$ cat src/rtl/rv32im_csr_ctrl.sv
// rv32im_csr_ctrl: owns the CSR regfile access port.
// It sequences CSR read-modify-write instructions, trap entry and mret.
// It returns the old CSR value to writeback and a PC redirect to fetch.
module rv32im_csr_ctrl #(
    parameter int unsigned XLEN   = 32,
    parameter int unsigned CSR_AW = 12
) (
    input  logic              clk_i,
    input  logic              rst_n_i,
    input  logic              req_valid_i,
    output logic              req_ready_o,
    input  logic [2:0]        req_funct3_i,
    input  logic [CSR_AW-1:0] req_addr_i,
    input  logic [XLEN-1:0]   req_src_i,
    input  logic              req_src_zero_i,
    input  logic              req_rd_zero_i,
    output logic              resp_valid_o,
    input  logic              resp_ready_i,
    output logic [XLEN-1:0]   resp_data_o,
    output logic              resp_illegal_o,
    input  logic              trap_valid_i,
    output logic              trap_ready_o,
    input  logic [XLEN-1:0]   trap_cause_i,
    input  logic [XLEN-1:0]   trap_pc_i,
    input  logic              mret_valid_i,
    output logic              mret_ready_o,
    output logic              redirect_valid_o,
    output logic [XLEN-1:0]   redirect_pc_o,
    output logic [CSR_AW-1:0] csr_addr_o,
    output logic [XLEN-1:0]   csr_wdata_o,
    output logic              csr_write_en_o,
    output logic              csr_read_en_o,
    input  logic [XLEN-1:0]   csr_rdata_i,
    output logic              busy_o
);

    localparam logic [CSR_AW-1:0] CSR_MSTATUS = CSR_AW'(12'h300);
    localparam logic [CSR_AW-1:0] CSR_MTVEC   = CSR_AW'(12'h305);
    localparam logic [CSR_AW-1:0] CSR_MEPC    = CSR_AW'(12'h341);
    localparam logic [CSR_AW-1:0] CSR_MCAUSE  = CSR_AW'(12'h342);

    typedef enum logic [3:0] {
        S_IDLE, S_EXEC, S_RESP,
        S_T_EPC, S_T_CAUSE, S_T_STAT, S_T_VEC,
        S_M_STAT, S_M_EPC
    } state_t;

    state_t              state_q, state_d;
    logic [2:0]          f3_q;
    logic [CSR_AW-1:0]   addr_q;
    logic [XLEN-1:0]     src_q;
    logic                src_zero_q;
    logic                rd_zero_q;
    logic [XLEN-1:0]     cause_q;
    logic [XLEN-1:0]     pc_q;
    logic [XLEN-1:0]     resp_data_q;
    logic                resp_illegal_q;
    logic [XLEN-1:0]     old_c;
    logic [XLEN-1:0]     vec_base_c;
    logic                illegal_c;
    logic                rw_type_c;
    logic                idle_c;

    assign idle_c       = (state_q == S_IDLE);
    assign trap_ready_o = idle_c & trap_valid_i;
    assign mret_ready_o = idle_c & ~trap_valid_i & mret_valid_i;
    assign req_ready_o  = idle_c & ~trap_valid_i & ~mret_valid_i;

    assign illegal_c    = (f3_q == 3'b000) | (f3_q == 3'b100);
    assign rw_type_c    = (f3_q[1:0] == 2'b01);

    assign resp_valid_o   = (state_q == S_RESP);
    assign resp_data_o    = resp_data_q;
    assign resp_illegal_o = resp_illegal_q;
    assign busy_o         = ~idle_c;

    // State register
    always_ff @(posedge clk_i or negedge rst_n_i) begin
        if (!rst_n_i) state_q <= S_IDLE;
        else          state_q <= state_d;
    end

    // Latch accepted request/trap fields and the EXEC result
    always_ff @(posedge clk_i or negedge rst_n_i) begin
        if (!rst_n_i) begin
            f3_q           <= '0;
            addr_q         <= '0;
            src_q          <= '0;
            src_zero_q     <= 1'b0;
            rd_zero_q      <= 1'b0;
            cause_q        <= '0;
            pc_q           <= '0;
            resp_data_q    <= '0;
            resp_illegal_q <= 1'b0;
        end else begin
            if (req_valid_i && req_ready_o) begin
                f3_q       <= req_funct3_i;
                addr_q     <= req_addr_i;
                src_q      <= req_src_i;
                src_zero_q <= req_src_zero_i;
                rd_zero_q  <= req_rd_zero_i;
            end
            if (trap_ready_o) begin
                cause_q <= trap_cause_i;
                pc_q    <= trap_pc_i;
            end
            if (state_q == S_EXEC) begin
                resp_data_q    <= old_c;
                resp_illegal_q <= illegal_c;
            end
        end
    end

    // Next state and regfile/redirect drive per state
    always_comb begin
        state_d          = state_q;
        csr_addr_o       = '0;
        csr_wdata_o      = '0;
        csr_write_en_o   = 1'b0;
        csr_read_en_o    = 1'b0;
        redirect_valid_o = 1'b0;
        redirect_pc_o    = '0;
        old_c            = '0;
        vec_base_c       = {csr_rdata_i[XLEN-1:2], 2'b00};
        case (state_q)
            S_IDLE: begin
                if (trap_valid_i)      state_d = S_T_EPC;
                else if (mret_valid_i) state_d = S_M_STAT;
                else if (req_valid_i)  state_d = S_EXEC;
            end
            S_EXEC: begin
                csr_addr_o     = addr_q;
                csr_read_en_o  = ~illegal_c & ~(rw_type_c & rd_zero_q);
                old_c          = csr_read_en_o ? csr_rdata_i : '0;
                case (f3_q[1:0])
                    2'b01:   csr_wdata_o = src_q;
                    2'b10:   csr_wdata_o = old_c | src_q;
                    2'b11:   csr_wdata_o = old_c & ~src_q;
                    default: csr_wdata_o = '0;
                endcase
                csr_write_en_o = ~illegal_c & (rw_type_c | ~src_zero_q);
                state_d        = S_RESP;
            end
            S_RESP: begin
                if (resp_ready_i) state_d = S_IDLE;
            end
            S_T_EPC: begin
                csr_addr_o     = CSR_MEPC;
                csr_wdata_o    = {pc_q[XLEN-1:2], 2'b00};
                csr_write_en_o = 1'b1;
                state_d        = S_T_CAUSE;
            end
            S_T_CAUSE: begin
                csr_addr_o     = CSR_MCAUSE;
                csr_wdata_o    = cause_q;
                csr_write_en_o = 1'b1;
                state_d        = S_T_STAT;
            end
            S_T_STAT: begin
                csr_addr_o         = CSR_MSTATUS;
                csr_read_en_o      = 1'b1;
                csr_wdata_o        = csr_rdata_i;
                csr_wdata_o[7]     = csr_rdata_i[3];
                csr_wdata_o[3]     = 1'b0;
                csr_wdata_o[12:11] = 2'b11;
                csr_write_en_o     = 1'b1;
                state_d            = S_T_VEC;
            end
            S_T_VEC: begin
                csr_addr_o       = CSR_MTVEC;
                csr_read_en_o    = 1'b1;
                redirect_valid_o = 1'b1;
                if ((csr_rdata_i[1:0] == 2'b01) && cause_q[XLEN-1])
                    redirect_pc_o = vec_base_c + XLEN'({cause_q[XLEN-2:0], 2'b00});
                else
                    redirect_pc_o = vec_base_c;
                state_d          = S_IDLE;
            end
            S_M_STAT: begin
                csr_addr_o         = CSR_MSTATUS;
                csr_read_en_o      = 1'b1;
                csr_wdata_o        = csr_rdata_i;
                csr_wdata_o[3]     = csr_rdata_i[7];
                csr_wdata_o[7]     = 1'b1;
                csr_wdata_o[12:11] = 2'b11;
                csr_write_en_o     = 1'b1;
                state_d            = S_M_EPC;
            end
            S_M_EPC: begin
                csr_addr_o       = CSR_MEPC;
                csr_read_en_o    = 1'b1;
                redirect_valid_o = 1'b1;
                redirect_pc_o    = {csr_rdata_i[XLEN-1:2], 2'b00};
                state_d          = S_IDLE;
            end
            default: state_d = S_IDLE;
        endcase
    end

endmodule

$ cat config.mk
export PLATFORM = sky130hd
export DESIGN_NAME = rv32im_csr_ctrl
export DESIGN_NICKNAME = d
export VERILOG_FILES = /design/src/rtl/rv32im_csr_ctrl.sv
export SDC_FILE = /design/constraint.sdc
export NUM_CORES = 1
export LEC_CHECK = 0
export ABC_AREA = 1
export CAP_MARGIN = 15
export CORE_AREA = 2 2 144 146
export DETAILED_ROUTE_END_ITERATION = 8
export DIE_AREA = 0 0 146 148
export GPL_TIMING_DRIVEN = 0
export PLACE_DENSITY = 0.8
export SLEW_MARGIN = 20
export SYNTH_ARGS = -nofsm -noshare
export SYNTH_HDL_FRONTEND = slang
export SYNTH_SLANG_ARGS = --single-unit
$ cat constraint.sdc
create_clock -name clk_i -period 3.3 [get_ports clk_i]
set_input_delay 0.66 -clock clk_i [delete_from_list [all_inputs] [get_ports clk_i]]
set_output_delay 0.66 -clock clk_i [all_outputs]
set_load 0.02 [all_outputs]
# --- Word level (Yosys, flattened, before mapping) ---
# Index checks and enable logic that the tools add are counted.
totals:
  reg_bits: 150
  inputBits: 151
  output_inout_bits: 117
  elab_cells: 68
classes:
  addsub: 1
  eq_ne: 15
  mux: 14
  bitwise_logic: 18
  n_reduce_logical: 10
op_table:
  columns: ["operator", "count"]
  rows:
  - ["32-bit one-hot mux with 5 select lines", 1]
  - ["32-bit one-hot mux with 3 select lines", 1]
  - ["32-bit 2-to-1 mux", 2]
  - ["32-bit one-hot mux with 2 select lines", 1]
  - ["12-bit one-hot mux with 5 select lines", 1]
  - ["32-bit adder", 1]
  - ["32-bit bitwise AND", 1]
  - ["32-bit NOT", 1]
  - ["32-bit OR", 1]
  - ["4-bit one-hot mux with 7 select lines", 1]
  - ["4-bit by 3-bit equality test with 1-bit output (second input constant)", 4]
  - ["4-bit 2-to-1 mux", 4]
  - ["4-bit by 2-bit equality test with 1-bit output (second input constant)", 2]
  - ["4-bit OR reduction", 2]
  - ["1-bit bitwise AND", 7]
  - ["1-bit NOT", 6]
  - ["2-bit OR reduction", 3]
  - ["2-bit by 1-bit equality test with 1-bit output (second input constant)", 2]
  - ["2-bit equality test (second input constant)", 2]
  - ["4-bit by 1-bit equality test with 1-bit output (second input constant)", 1]
  - ["4-bit equality test (second input constant)", 1]
  - ["4-bit logical NOT", 1]
  - ["4-bit != test (second input constant)", 1]
  - ["1-bit one-hot mux with 2 select lines", 2]
  - ["other kinds (7)", 9]

# --- Longest topological paths before layout ---
# Gate-level depths: netlist (run 1).
logic_depth:
  word_depth: 8
  mapped_depth: 13
  mapped_depth_nobuf: 13

# --- Worst setup path after synthesis (run 1) ---
# No wires, ideal clock.
synth_timing:
  path_kind: "input port to output port"
  from: "in csr_rdata_i[2]"
  to: "out redirect_pc_o[10]"
  t_arrival_ps: 2307
  required_time_ps: 2640
  path_slack_ps: 333
  cell_stages: 9
  path_buffers: 0
  cell_sequence: "ha_1 fa_1 nand3_1 nand3_1 nand2_1 nand3_1 or2_2 nand3_1 o21ai_0"
synth_via:
  elab_chain_cells: 3
synth_lines:
  columns: ["item", "line", "text"]
  rows:
  - ["start: declaration", "33", "input logic [XLEN-1:0] csr_rdata_i,"]
  - ["32-bit adder", "174", "redirect_pc_o = vec_base_c + XLEN'({cause_q[XLEN-2:0], 2'b00});"]
  - ["32-bit 2-to-1 mux", "173", "if ((csr_rdata_i[1:0] == 2'b01) && cause_q[XLEN-1])"]
  - ["32-bit one-hot mux with 2 select lines", "125", "case (state_q)"]
  - ["end: declaration", "28", "output logic [XLEN-1:0] redirect_pc_o,"]
# No other way between the ends.

# --- Worst setup path in the final report (run 1) ---
layout_timing:
  from: "reg f3_q[1]"
  to: "out csr_wdata_o[17]"
layout_via:
  elab_chain_cells: 8
  word_cells_on_any_way: 15
  classes_between: "4 x eq/ne; 3 x mux; 7 x bitwise; 1 x reduce/logical"
layout_lines:
  columns: ["item", "line", "text"]
  rows:
  - ["start: declaration", "49", "logic [2:0] f3_q;"]
  - ["start signal: assignment", "97", "f3_q <= req_funct3_i;"]
  - ["3-bit equality test (tied with other cells)", "69", "assign illegal_c = (f3_q == 3'b000) | (f3_q == 3'b100);"]
  - ["1-bit OR / 1-bit bitwise AND (equally long branches)", "69, 133", null]
  - ["1-bit NOT", "133", "csr_read_en_o = ~illegal_c & ~(rw_type_c & rd_zero_q);"]
  - ["1-bit bitwise AND", "133", null]
  - ["32-bit 2-to-1 mux", "134", "old_c = csr_read_en_o ? csr_rdata_i : '0;"]
  - ["32-bit bitwise AND / 32-bit OR (equally long branches)", "138, 137", null]
  - ["32-bit one-hot mux with 3 select lines (*)", "135", "case (f3_q[1:0])"]
  - ["32-bit one-hot mux with 5 select lines (*)", "125", null]
  - ["end: declaration", "30", "output logic [XLEN-1:0] csr_wdata_o,"]
# Mark *: on every way between the ends. The rest lies on a longest branch, timed or not.

==> flow_summary.toml, run 1 <==
[worst_setup_path]
crit_type = "register to output pin"
crit_arrival_ps = 2680
cp-end-kind = "output pin"
cp_max_fo = 10
r2r_end = "pc_q[11]"
reg2reg_slack_ps = 1100
critPathRequiredTime_ps = 2640
r2r_start = "state_q[2]"
r2r_cells = 8
startpoint_type = "register"

[finish]
layout_common_cells = "nand2_1 (379), inv_1 (187), clkdlybuf4s50_1 (170)"
nets = 1780
drive_above_1_share_pct = 19.4
area_growth_pct = 44.7
fill_cells = 1721
multiInputGateArea_um2 = 5680
final_cell_count_no_fill = 1883
fin_util_pct = 69.7
final_common_cell = "nand2_1"
regArea_um2 = 3680
fin_area_um2 = 14000

[synthesis]
synthArstFlopShare_pct = 100
synth-seq-cells = 147
ys_seq_area_share_pct = 38.1
synth_ff_type = "dfrtp_1"
syn_inst = 1298
avgSynthCellArea_um2 = 7.43
synth_cell_types = 43
yosys_warnings = 0
synth_edf_count = 0
synthesis.area_um2 = 9650

[sta]
fin_skew_ps = 13.3
timing.final.max_slew_violations = 0
worst_pin_slew_ps = 758
slew_headroom_pct = 49.5
setup_ws_ps = -44.4
max_clock_freq_mhz = 299
hold_viol_final = 0
finalCriticalPeriod_ps = 3340
fin_crit_sh_pct = 101
setup_viol = 1
rsz0062_at_grt = "yes"

[place]
numPortBuffers = 262
placedInstanceArea_um2 = 12600
gp_congestion = 0.976
post-dp-hpwl_um = 30900
dpl.cell_count = 1832

[die]
coreArea_um2 = 20000
die_w_um = 146
die_y_um = 148
io_pins = 268
start_util_pct = 48.2
rows = 52
dieArea_um2 = 21600

[clock_tree]
htree_levels = 4
path_clk_slew_ps = 70
clk_path_buf_depth = 2
tritoncts = "built"
cts.sinks = 147
cts_made_buffers = 17
hold_buffers = 0
clock_latency_ps = 440
clockRootBuffer = "clkbuf_16"

[status]
status = "finished with violations"
violations = "setup timing"

[routing]
wl_um = 40500
vias = 10600
drc_errors = 0
routedWlPerCell_um = 21.5
first_pass_iters = 6
drtIter0Drc = 988
via_per_inst = 5.65
antenna_left = 0

[global_route]
grt_pass1_wl_um = 59900
grt_pass1_vias = 10300
antenna_found_initial = 2
grt_start_max_net_pins = 79
gr-total-overflow = 0
grt_use_total_pct = 36.8

[power]
p_leak_nw = 7.04
peakVddDrop_v = 0.000541
power_density_nw_per_um2 = 975

[flow_run]
cap_violations = 0

[hold_path]
hold_path.class = "input port to asynchronous set/reset pin"
state kept, by name, summed over array words and instances, names as in the netlist:
register        flops
addr_q             12
cause_q            32
f3_q                2
pc_q               30
rd_zero_q           1
resp_data_o        32
resp_illegal_o      1
src_q              32
src_zero_q          1
state_q             4
report_power, final:
group | internal [mW] | total (mW) | switching, mW
clock | 1.01 | 1.94 | 0.927
sequential | 2.69 | 3.43 | 0.737
combinational | 3.38 | 8.24 | 4.86
logic make-up (layout without fill, tap and decap cells):
kind of cell | after synthesis | in the layout | synth area share, %
AO/OA/AOI/OAI | 232 | 232 | 14.7
flip-flops | 147 | 147 | 38.1
AND/OR/NAND/NOR | 570 | 570 | 23.8
multiplexers | 64 | 64 | 8.40
adder cells (fa/ha/maj) | 30 | 30 | 3.97
other | 1 | 3 | 0.0389
buffers and inverters | 246 | 559 | 10.2
XOR/XNOR | 8 | 8 | 0.726
what timing repair did:
action                                  in CTS  in global routing
pin swaps                                    5                  8
cloned                                       0                  0
endpoints found under the setup margin      73                 53
resized for setup                          224                143
setup buffers                               11                 10
area by class of cell:
class / count / share of cell area (%)
Inverter: 195 / 5.29
Timing Repair Buffer: 284 / 19.0
Clock inverter: 15 / 1.09
Sequential cell: 147 / 26.4
Clock buffer: 17 / 3.05
Tap cell: 270 / 2.42
Multi-Input combinational cell: 906 / 40.7
Antenna cell: 1 / 0.0179
Buffer: 48 / 2.14
Yosys cell counts, types with 5 or more instances:
cell type / instances / share of area (%)
nor2_1: 80 / 3.1
nand3_1: 64 / 3.3
ha_1: 29 / 3.8
a211o_1: 13 / 1.2
mux2_4: 24 / 3.7
buf_2: 12 / 0.62
nand2_1: 399 / 16
o2111ai_1: 19 / 1.7
xnor2_1: 7 / 0.64
o22ai_1: 14 / 0.91
a31oi_1: 7 / 0.45
nand4_1: 5 / 0.32
nor3_1: 9 / 0.47
o31ai_1: 10 / 0.78
o21ai_0: 85 / 4.4
o21ai_1: 6 / 0.31
o21bai_1: 5 / 0.39
dfrtp_1: 147 / 38
inv_2: 6 / 0.23
a21oi_1: 54 / 2.8
mux2_2: 40 / 4.7
clkbuf_1: 29 / 1.1
and2_1: 5 / 0.32
a32o_1: 8 / 0.83
inv_1: 189 / 7.4
critical path: stages (launching register included):
cell and delay [ps]:
dfrtp_2 480, inv_1 190, buf_1 560, nor3_1 180, o21ai_0 310, nand2_1 170
dlygate4sd2_1 360
through the flow:
step | hold WS [ps] | TNS (ps) | total power, mW | worst slack (ps)
finish | 207 | -44.4 | 13.6 | -44.4
global route | 256 | -372 | 14.3 | -115
CTS | 223 | -130 | 13.2 | -38.9
detailed placement | 474 | -28630 | 10.8 | -1130
global placement | 469 | -688440 | 10.7 | -4500
floorplan | 364 | 0 | 7.70 | 333
metal layers:
layer,wire (µm),GRT usage [%]
met5,13,0
met4,1770,17.4
met3,3710,8.89
met2,18800,59.9
met1,16100,46.6
worst max-delay path by stage:
stage	start	end	depth (start not counted)
global route	csr_rdata_i[15]	redirect_pc_o[29]	15
detailed placement	csr_rdata_i[0]	redirect_pc_o[10]	8
finish	f3_q[1]	csr_wdata_o[17]	6
floorplan	csr_rdata_i[2]	redirect_pc_o[10]	9
CTS	state_q[3]	csr_wdata_o[22]	9
global placement	rst_n_i	cause_q[26]	1
Note: power is estimated with default switching activity, not from simulation.
==> run 2: changes to the inputs <==
- SLEW_MARGIN: 20 -> 5
==> flow_summary.toml, run 2 (synthesis gave the netlist of run 1 again) <==
[status]
status = "complete, no violations"

[clock_tree]
htree_levels = 4
clock_latency_ps = 430
clk_path_buf_depth = 2
cts_made_buffers = 17
tritoncts = "built"
clockRootBuffer = "clkbuf_16"
cts.sinks = 147
path_clk_slew_ps = 70

[place]
post-dp-hpwl_um = 30900
numPortBuffers = 262
gp_congestion = 0.976

[global_route]
antenna_found_initial = 1
grt_use_total_pct = 37.0
grt_pass1_wl_um = 60200
gr-total-overflow = 0
grt_start_max_net_pins = 112
grt_pass1_vias = 10100

[sta]
hold_viol_final = 0
finalCriticalPeriod_ps = 3260
fin_skew_ps = 14.0
setup_viol = 0
slew_headroom_pct = 50.0
worst_pin_slew_ps = 750
fin_crit_sh_pct = 98.8
max_clock_freq_mhz = 307
timing.final.max_slew_violations = 0
rsz0062_at_grt = "yes"

[die]
die_w_um = 146
die_y_um = 148
start_util_pct = 48.2
io_pins = 268
dieArea_um2 = 21600
rows = 52
coreArea_um2 = 20000

[power]
p_sw_share_pct = 47.9
netSwitchingPower_mw = 6.53
peakVddDrop_v = 0.000567
power_density_nw_per_um2 = 977
pwr-share-comb_pct = 60.0
p_int_mw = 7.10
p_seq_share_pct = 25.1
report.power.total_mw = 13.6
p_leak_nw = 7.05
power.share.clock_pct = 14.9

[worst_setup_path]
cp_max_fo = 5
cp-end-kind = "output pin"
crit_type = "input port to output pin"
critPathRequiredTime_ps = 2640
cpMaxStageDelayCell = "clkdlybuf4s50_1"
startpoint_type = "input port"
cp_top_family = "buffers and inverters"
crit_arrival_ps = 2600
cp_num_buf_inv = 6
crit_path_max_incr_delay_ps = 470
cp_cell_sequence = "clkdlybuf4s50_1, inv_1, nor3_4, buf_6, clkinvlp_4, a21oi_4, buf_4, o32ai_1, clkdlybuf4s15_1"

[finish]
area_growth_pct = 44.6
nets = 1778
fill_cells = 1698
layout_common_cells = "nand2_1 (383), inv_1 (186), clkdlybuf4s50_1 (166)"
final_common_cell = "nand2_1"
fin_util_pct = 69.6
drive_above_1_share_pct = 19.2

[routing]
drc_errors = 0
antenna_left = 0
via_per_inst = 5.61
met1_length_um = 16400
first_pass_iters = 6
drtIter0Drc = 1054
vias = 10600
top_layer = "met4"
wl_met3_um = 3580
routedWlPerCell_um = 21.5
wl_um = 40500
wl_met2_um = 18900

[flow_run]
cap_violations = 0

[hold_path]
hold_path.class = "input port to asynchronous set/reset pin"
run 2: cell count changes in the layout (fill, tap and decap cells not counted), moves of 3 or more:
cell             previous run  this run
clkbuf_4                    9        12
a21oi_1                    44        47
clkdlybuf4s50_1           170       166
dlygate4sd2_1              32        36
nand2_1                   379       383
buf_4                      28        25
run 2: timing repair:
| action | in CTS | in global routing |
|---|---|---|
| buffers inserted | 12 | 7 |
| endpoints found under the setup margin | 72 | 50 |
| hold buffers | 0 | 0 |
| resized for setup | 224 | 138 |
| pin swaps | 7 | 12 |
run 2: power by group through the flow:
stage               logic (mW)  clock network (mW)  registers, mW
floorplan                 4.36                   0           3.34
global placement          7.39                   0           3.28
detailed placement        7.48                   0           3.32
global route              8.76                2.10           3.49
finish                    8.17                2.03           3.42
CTS                       7.83                2.03           3.37
run 2: cell type report:
cell class	count	area, µm²	area share [%]
plain buffers	48	299	2.14
inverters	195	742	5.32
clock inverters	15	183	1.31
clock buffers	17	425	3.05
multi-input cells	906	5660	40.6
well taps	270	338	2.42
diodes	1	2.50	0.0179
repair buffers	282	2620	18.8
flip-flops and latches	147	3680	26.4
run 2: worst paths after layout:
check	startpoint	end	slack, ps	depth (start not counted)
worst max-delay path	csr_rdata_i[0]	redirect_pc_o[6]	40	9
worst min-delay path	rst_n_i	src_q[4]	100	1
worst max register to register	state_q[2]	cause_q[23]	1000	8
worst min register to register	resp_data_o[5]	resp_data_o[5]	490	2
max in group asynchronous	rst_n_i	pc_q[23]	2310	2
min in group clk_i	resp_data_o[5]	resp_data_o[5]	490	2
run 2: worst register-to-register path: cells and delay by family (launching register included):
kind                   cells  cell delay, ps
buffers and inverters      4             810
DFF                        1             460
muxes                      1             370
and+or+nand+nor            3             530
run 2: stage by stage:
step	setup slack, ps	hold WS, ps	instances	area (µm²)	setup TNS, ps
finish	40.6	102	1881	14000	0
global route	-66.5	115	1881	14000	-281
CTS	-2.28	105	1873	13800	-3.35
detailed placement	-1100	474	1832	12600	-27800
global placement	-4500	469	1831	12600	-688440
floorplan	333	364	1299	9650	0
run 2: per-layer routing:
layer / global-route usage [%] / up-vias
li1: - / 4835
met1: 49.5 / 4972
met2: 60.7 / 631
met3: 6.64 / 119
met4: 13.4 / 0
met5: 0 / -
==> run 3: changes to the inputs <==
- CORE_AREA: 2 2 144 146 -> 10 10 152 154
- DIE_AREA: 0 0 146 148 -> 0 0 162 164
==> flow_summary.toml, run 3 (synthesis gave the netlist of run 1 again) <==
[status]
status = "complete, no violations"

[clock_tree]
cts_made_buffers = 17
htree_levels = 4
path_clk_slew_ps = 70
clockRootBuffer = "clkbuf_16"
cts.sinks = 147
tritoncts = "built"
clock_latency_ps = 440
clk_path_buf_depth = 2

[flow_run]
cap_violations = 0

[place]
dpl.cell_count = 1832
post-dp-hpwl_um = 32800
dp_slack_ps = -1140
placedInstanceArea_um2 = 12600
numPortBuffers = 262
gp_congestion = 0.971

[routing]
drtIter0Drc = 932
antenna_left = 0
first_pass_iters = 5
via_per_inst = 5.59
wl_um = 42100
routedWlPerCell_um = 22.3
vias = 10500
drc_errors = 0

[sta]
worst_pin_slew_ps = 753
fin_crit_sh_pct = 97.7
slew_headroom_pct = 49.8
timing.final.max_slew_violations = 0
fin_tns_setup_ps = 0
rsz0062_at_grt = "yes"
fin_skew_ps = 16.1
setup_viol = 0
max_clock_freq_mhz = 310
setup_ws_ps = 75.4
hold_viol_final = 0
finalCriticalPeriod_ps = 3220

[finish]
drive_above_1_share_pct = 18.9
fin_area_um2 = 13900
layout_common_cells = "nand2_1 (380), inv_1 (187), clkdlybuf4s50_1 (167)"
final_common_cell = "nand2_1"
area_growth_pct = 44.4
final_cell_count_no_fill = 1885
nets = 1782

[global_route]
grt_use_total_pct = 31.3
grt_start_max_net_pins = 78
gr-total-overflow = 0
grt_pass1_wl_um = 63500
grt_pass1_vias = 10700
antenna_found_initial = 2

[power]
power_density_nw_per_um2 = 979
report.power.total_mw = 13.6
p_leak_nw = 7.03
peakVddDrop_v = 0.000545

[die]
coreArea_um2 = 20000
die_y_um = 164
rows = 52
dieArea_um2 = 26600
start_util_pct = 48.2
io_pins = 268
die_w_um = 162

[worst_setup_path]
cp-end-kind = "output pin"
crit_arrival_ps = 2560
crit_type = "input port to output pin"
r2r_cells = 8
critPathRequiredTime_ps = 2640
startpoint_type = "input port"
r2r_start = "state_q[2]"
cp_max_fo = 6
critPathLaunch = "csr_rdata_i[1]"

[hold_path]
hold_path.class = "input port to asynchronous set/reset pin"
-- run 3: cell count changes in the layout (fill, tap and decap cells not counted), moves of 3 or more --
cell	delta
clkbuf_4	-6
nand2_1	-3
dlygate4sd2_1	+11
dlymetal6s2s_1	-5
clkbuf_2	-12
inv_8	-3
buf_2	+10
buf_4	+5
-- run 3: area by class of cell --
class                      count  area [µm²]
buffer                        48         287
clock buffer                  17         425
antenna                        2        5.00
fill                        1758        6100
multi-input combinational    906        5650
inverter                     195         732
clock inverter                14         165
tap                          270         338
timing repair buffer         286        2660
sequential                   147        3680
-- run 3: metrics by stage --
| step | hold slack [ps] | util, % |
|---|---|---|
| 4_1_cts | 298 | 68.8 |
| 6_report | 268 | 69.6 |
| 2_1_floorplan | 364 | - |
| 5_1_grt | 321 | 69.6 |
| 3_5_place_dp | 473 | 63.1 |
| 3_3_place_gp | 468 | 62.9 |
-- run 3: worst paths after layout --
check / slack (ps) / endpoint
max in group asynchronous: 2210 / cause_q[24]
worst max register to register: 1080 / pc_q[24]
worst max-delay path: 80 / redirect_pc_o[8]
min in group clk_i: 490 / resp_data_o[15]
worst min register to register: 490 / resp_data_o[15]
worst min-delay path: 270 / src_q[3]
-- run 3: report_power, final --
| part | leakage, nW | total, mW | switching (mW) | internal, mW |
|---|---|---|---|---|
| logic | 4.96 | 8.22 | 4.90 | 3.32 |
| registers | 1.79 | 3.42 | 0.731 | 2.69 |
| clock network | 0.287 | 2.00 | 0.920 | 1.08 |
| total | 7.03 | 13.6 | 6.56 | 7.09 |
-- run 3: timing repair --
action	in CTS	in global routing
setup endpoints to repair	72	49
hold buffers	0	0
gates resized for setup	261	87
buffers inserted	9	14
pin swaps	9	20
endpoints found under the hold margin	0	0
-- run 3: critical path, cell delays in order --
cell and delay, ps:
clkdlybuf4s50_1 490, nor3_4 350, buf_6 160, inv_1 120, a21oi_4 220, buf_4 160, o22ai_1 70, dlygate4sd2_1 340
-- run 3: per-layer routing --
metal | wire (µm) | share of wire [%] | vias to the layer above | track usage [%]
met4 | 1540 | 3.7 | 0 | 12.8
met1 | 16600 | 39 | 5014 | 37.9
li1 | - | - | 4852 | -
met3 | 4060 | 9.6 | 118 | 8.89
met2 | 19900 | 47 | 559 | 51.3
met5 | 0 | 0 | - | 0
==> edit 1, RTL diff (flow settings as in run 3) <==
Encoding of `state_t`: now one-hot (9 bits for 9 states).
--- a/src/rtl/rv32im_csr_ctrl.sv
+++ b/src/rtl/rv32im_csr_ctrl.sv
@@ -40,8 +40,8 @@
     localparam logic [CSR_AW-1:0] CSR_MCAUSE  = CSR_AW'(12'h342);
 
-    typedef enum logic [3:0] {
-        S_IDLE, S_EXEC, S_RESP,
-        S_T_EPC, S_T_CAUSE, S_T_STAT, S_T_VEC,
-        S_M_STAT, S_M_EPC
+    typedef enum logic [8:0] {
+        S_IDLE = 9'b000000001, S_EXEC = 9'b000000010, S_RESP = 9'b000000100,
+        S_T_EPC = 9'b000001000, S_T_CAUSE = 9'b000010000, S_T_STAT = 9'b000100000, S_T_VEC = 9'b001000000,
+        S_M_STAT = 9'b010000000, S_M_EPC = 9'b100000000
     } state_t;
 
Function: no difference found for any inputs over 4 cycles, from zero or initial values and one cycle with rst_n_i low; so few cycles prove little.
==> edit 1 against run 3 <==
  * Design area decreased by 1.4%
  * Critical path depth increased by 1
  * Sequential power increased by 3%
  * Non-clock buffer count decreased by 1
  * Total power decreased by 14%
  * Sequential share of layout area increased by 1.3 points
  * Sequential cell count increased by 5
  * Worst setup slack got worse by 0.0037 ns
  * Synthesized area increased by 0.47%
  * Wire length decreased by 2.1%
  * Combinational power decreased by 25%
  * Via count increased by 4.9%
  * Critical endpoint is now redirect_pc_o[10]
==> edit 1: results <==
run_status:
  status: "finished, final reports clean"
logic_synthesis:
  yosysSeqAreaShare: 0.392
  postSynthRegisterBits: 152
  ys_types: 41
  synthTopCellsByArea: "dfrtp_1, nand2_1, inv_1, o21ai_0, ha_1"
  avgSynthCellArea_um2: 6.56
layout:
  antenna_cells: 0
  nonClkBufAreaFrac: 0.205
  multi_input_area_share: 0.406
  fin_nets: 1958
  nMultiInputCombCells: 1108
  clock_area_frac: 0.0421
  fillers: 1799
  sh_seq_area: 0.277
  inv_count: 165
  drive_gt1_frac: 0.135
  area_growth_pct: 41.8
place:
  dpl_cell_area_um2: 12700
  dp_hpwl_mm: 32.2
  gp_congestion: 0.990
  dp_slack_ns: -1.01
  io_buffers: 262
worst_setup_path:
  rrSetupSlack_ns: 0.88
  cp.arrival_ns: 2.57
  cp_max_fo: 5
clock_tree:
  cts_root_buf: "clkbuf_16"
detailed_routing:
  detail_route.wirelength_mm: 41.2
  vias_per_cell: 5.37
  wl_per_cell_um: 20.0
  drt_iter0_drc: 1000
global_routing:
  grt_use_total: 0.302
  antenna_found_initial: 1
  grt_pass1_wl_mm: 62.4
  grt_max_degree: 106
sta:
  period_share: 0.978
  slew_headroom: 0.583
  fin_skew_ns: 0.00875
  hold_ws_ns: 0.111
pwr:
  swShare: 0.468
  ir_worst_vdd_uv: 494
  power.leakage_nw: 7.24
==> edit 1: critical path: stages (launching register included) <==
cell,delay (ns)
dfrtp_2,0.46
ha_4,0.19
fa_2,0.41
nand3_2,0.12
nand3_4,0.11
nand2_2,0.09
nand2_2,0.10
xnor2_1,0.14
o22ai_1,0.18
clkdlybuf4s15_1,0.34
==> edit 1: routing by layer <==
layer / track usage / share of wire / vias up
li1: - / - / 5257
met1: 0.366 / 0.39 / 5171
met2: 0.508 / 0.48 / 534
met3: 0.0728 / 0.091 / 96
met4: 0.124 / 0.035 / 2
met5: 0 / 0.00032 / -
==> edit 1: kinds of logic (layout without fill, tap and decap cells) <==
| kind of cell | after synthesis | in the layout | synth area share |
|---|---|---|---|
| fa+ha+maj | 30 | 30 | 0.0395 |
| simple gates | 890 | 890 | 0.370 |
| compound gates | 175 | 175 | 0.0972 |
| xor+xnor | 11 | 11 | 0.00994 |
| buf+inv | 219 | 530 | 0.0910 |
| flops | 152 | 152 | 0.392 |
| other cells | 1 | 2 | 0.000387 |
==> edit 1: path summary, 6_finish.rpt <==
| path | startpoint | to |
|---|---|---|
| max reg2reg | state_q[7] | resp_data_o[23] |
| max in group asynchronous | rst_n_i | resp_data_o[28] |
| min reg2reg | pc_q[29] | pc_q[29] |
| min in group clk_i | pc_q[29] | pc_q[29] |
| max | cause_q[0] | redirect_pc_o[10] |
| min | rst_n_i | state_q[3] |
==> edit 1: power by group through the flow <==
stage               Sequential [mW]  Clock, mW  Combinational [mW]
floorplan                      3.49          0                3.29
global placement               3.42          0                5.56
detailed placement             3.44          0                5.65
CTS                            3.49       1.98                5.93
global route                   3.64       2.06                6.76
finish                         3.53       1.98                6.16
==> edit 1: timing repair <==
item	in CTS	in global routing
pin swaps	4	7
setup endpoints to repair	77	63
setup buffers	6	12
gates resized for setup	257	116
==> edit 2, RTL diff (config.mk and constraints of run 3) <==
Made on the original files. Change the parameter `XLEN` from 32 to 16.
--- a/src/rtl/rv32im_csr_ctrl.sv
+++ b/src/rtl/rv32im_csr_ctrl.sv
@@ -3,5 +3,5 @@
 // It returns the old CSR value to writeback and a PC redirect to fetch.
 module rv32im_csr_ctrl #(
-    parameter int unsigned XLEN   = 32,
+    parameter int unsigned XLEN   = 16,
     parameter int unsigned CSR_AW = 12
 ) (
Interface: changed (7 resized); port bits go from 268 to 156. The function was not compared with the original's and may differ.
==> edit 2 against run 3 <==
  * Worst setup slack better by 0.0089 ns
  * First-iteration DRC count decreased by 53%
  * Total power decreased by 49%
  * Synthesized area shrank 48%
  * Wire length fell by 52%
  * Sequential power shrank 46%
  * Sequential cell count fell by 64
  * Design area decreased by 47%
  * Largest power group unchanged
==> edit 2: results <==
run_status:
  status: "finished, final reports clean"
detailed_routing:
  detail_route.wirelength_mm: 20.4
  drtPass1Iterations: 5
  drt_iter0_drc: 439
  num_vias: 5082
worst_setup_path:
  crit_family: "buffers and inverters"
  crit_start: "f3_q[1]"
  cp.arrival_ns: 2.56
  critPathSlowestCell: "clkdlybuf4s50_1"
  reg2reg_from: "state_q[1]"
  critPathMaxStageDelay_ns: 0.57
  cp_max_fo: 10
pwr:
  ir_worst_vdd_uv: 351
  power.leakage_nw: 3.67
  internal_power_mw: 3.77
  pwr-share-comb: 0.582
  pg_seq_mw: 1.84
  power_density_nw_per_um2: 939
layout:
  fillers: 2055
  fin_nets: 907
  antenna_cells: 0
  drive_gt1_frac: 0.129
global_routing:
  grt_use_total: 0.149
  grt_max_degree: 46
  grt_pass1_wl_mm: 30.0
  grt.met1_usage: 0.190
  grtUsageMet3: 0.0406
  grt_pass1_vias: 4947
  antenna_found_initial: 0
  grt_util_met2: 0.236
logic_synthesis:
  synth-main-ff-cell: "dfrtp_1"
  ys_types: 39
  yosys-top-cells-count: "nand2_1, inv_1, dfrtp_1"
  async_flop_share: 1.00
  yosysSeqAreaShare: 0.417
  synthTopCellsByArea: "dfrtp_1, nand2_1, inv_1, o21ai_0, a21oi_1"
  yosysWarningCount: 0
place:
  gp_congestion: 0.913
  dp_hpwl_mm: 16.2
  dp_slack_ns: -0.535
  io_buffers: 150
sta:
  fin_skew_ns: 0.00836
  worst_pin_slew_ns: 0.745
clock_tree:
  cts_max_level: 3
  cts_made_buffers: 9
  cts.reportedPaths.clkPinSlew_ns: 0.07
  max-clock-path-buffers: 2
  clk_latency_ns: 0.35
  cts_root_buf: "clkbuf_16"
die:
  start_util: 0.249
hold_path:
  hold_path_class: "in -> async"
-- edit 2: cells by family after synthesis --
group / Yosys count / share of synthesized area
AO/OA/AOI/OAI: 143 / 0.166
XOR/XNOR: 3 / 0.00527
adder cells (fa/ha/maj): 14 / 0.0366
buffers and inverters: 138 / 0.118
flip-flops: 83 / 0.417
multiplexers: 22 / 0.0557
other: 1 / 0.000752
AND/OR/NAND/NOR: 234 / 0.202
-- edit 2: area by class of cell --
type / instances / area share
multi-input cells: 418 / 0.341
flip-flops and latches: 83 / 0.281
repair buffers: 156 / 0.212
inverters: 115 / 0.0588
well taps: 270 / 0.0456
clock buffers: 9 / 0.0304
plain buffers: 23 / 0.0211
clock inverters: 7 / 0.0108
-- edit 2: path summary, 6_finish.rpt --
path / to / slack (ns) / depth (start not counted)
setup / recovery: csr_wdata_o[8] / 0.08 / 6
hold / removal: resp_data_o[7] / 0.29 / 1
setup reg to reg: cause_q[0] / 1.34 / 7
hold reg to reg: resp_data_o[3] / 0.49 / 2
max in group asynchronous: resp_data_o[11] / 2.41 / 2
min in group clk_i: resp_data_o[3] / 0.49 / 2
-- edit 2: per-layer routing --
layer / part of all wire / wire length, µm / up-vias
met5: 0 / 0 / -
met4: 0.033 / 678 / 0
met3: 0.078 / 1580 / 41
met2: 0.46 / 9380 / 250
met1: 0.43 / 8740 / 2379
li1: - / - / 2412
-- edit 2: what timing repair did --
| action | CTS | global route |
|---|---|---|
| hold buffers | 0 | 0 |
| pin swaps | 2 | 4 |
| resized for setup | 55 | 31 |
| setup endpoints to repair | 30 | 26 |
| setup buffers | 3 | 2 |
-- edit 2: through the flow --
stage,area [µm²],cells,utilization
floorplan,4990,639,-
global placement,6830,1059,0.341
detailed placement,6850,1060,0.342
CTS,7260,1079,0.362
global route,7400,1081,0.369
finish,7400,1081,0.369
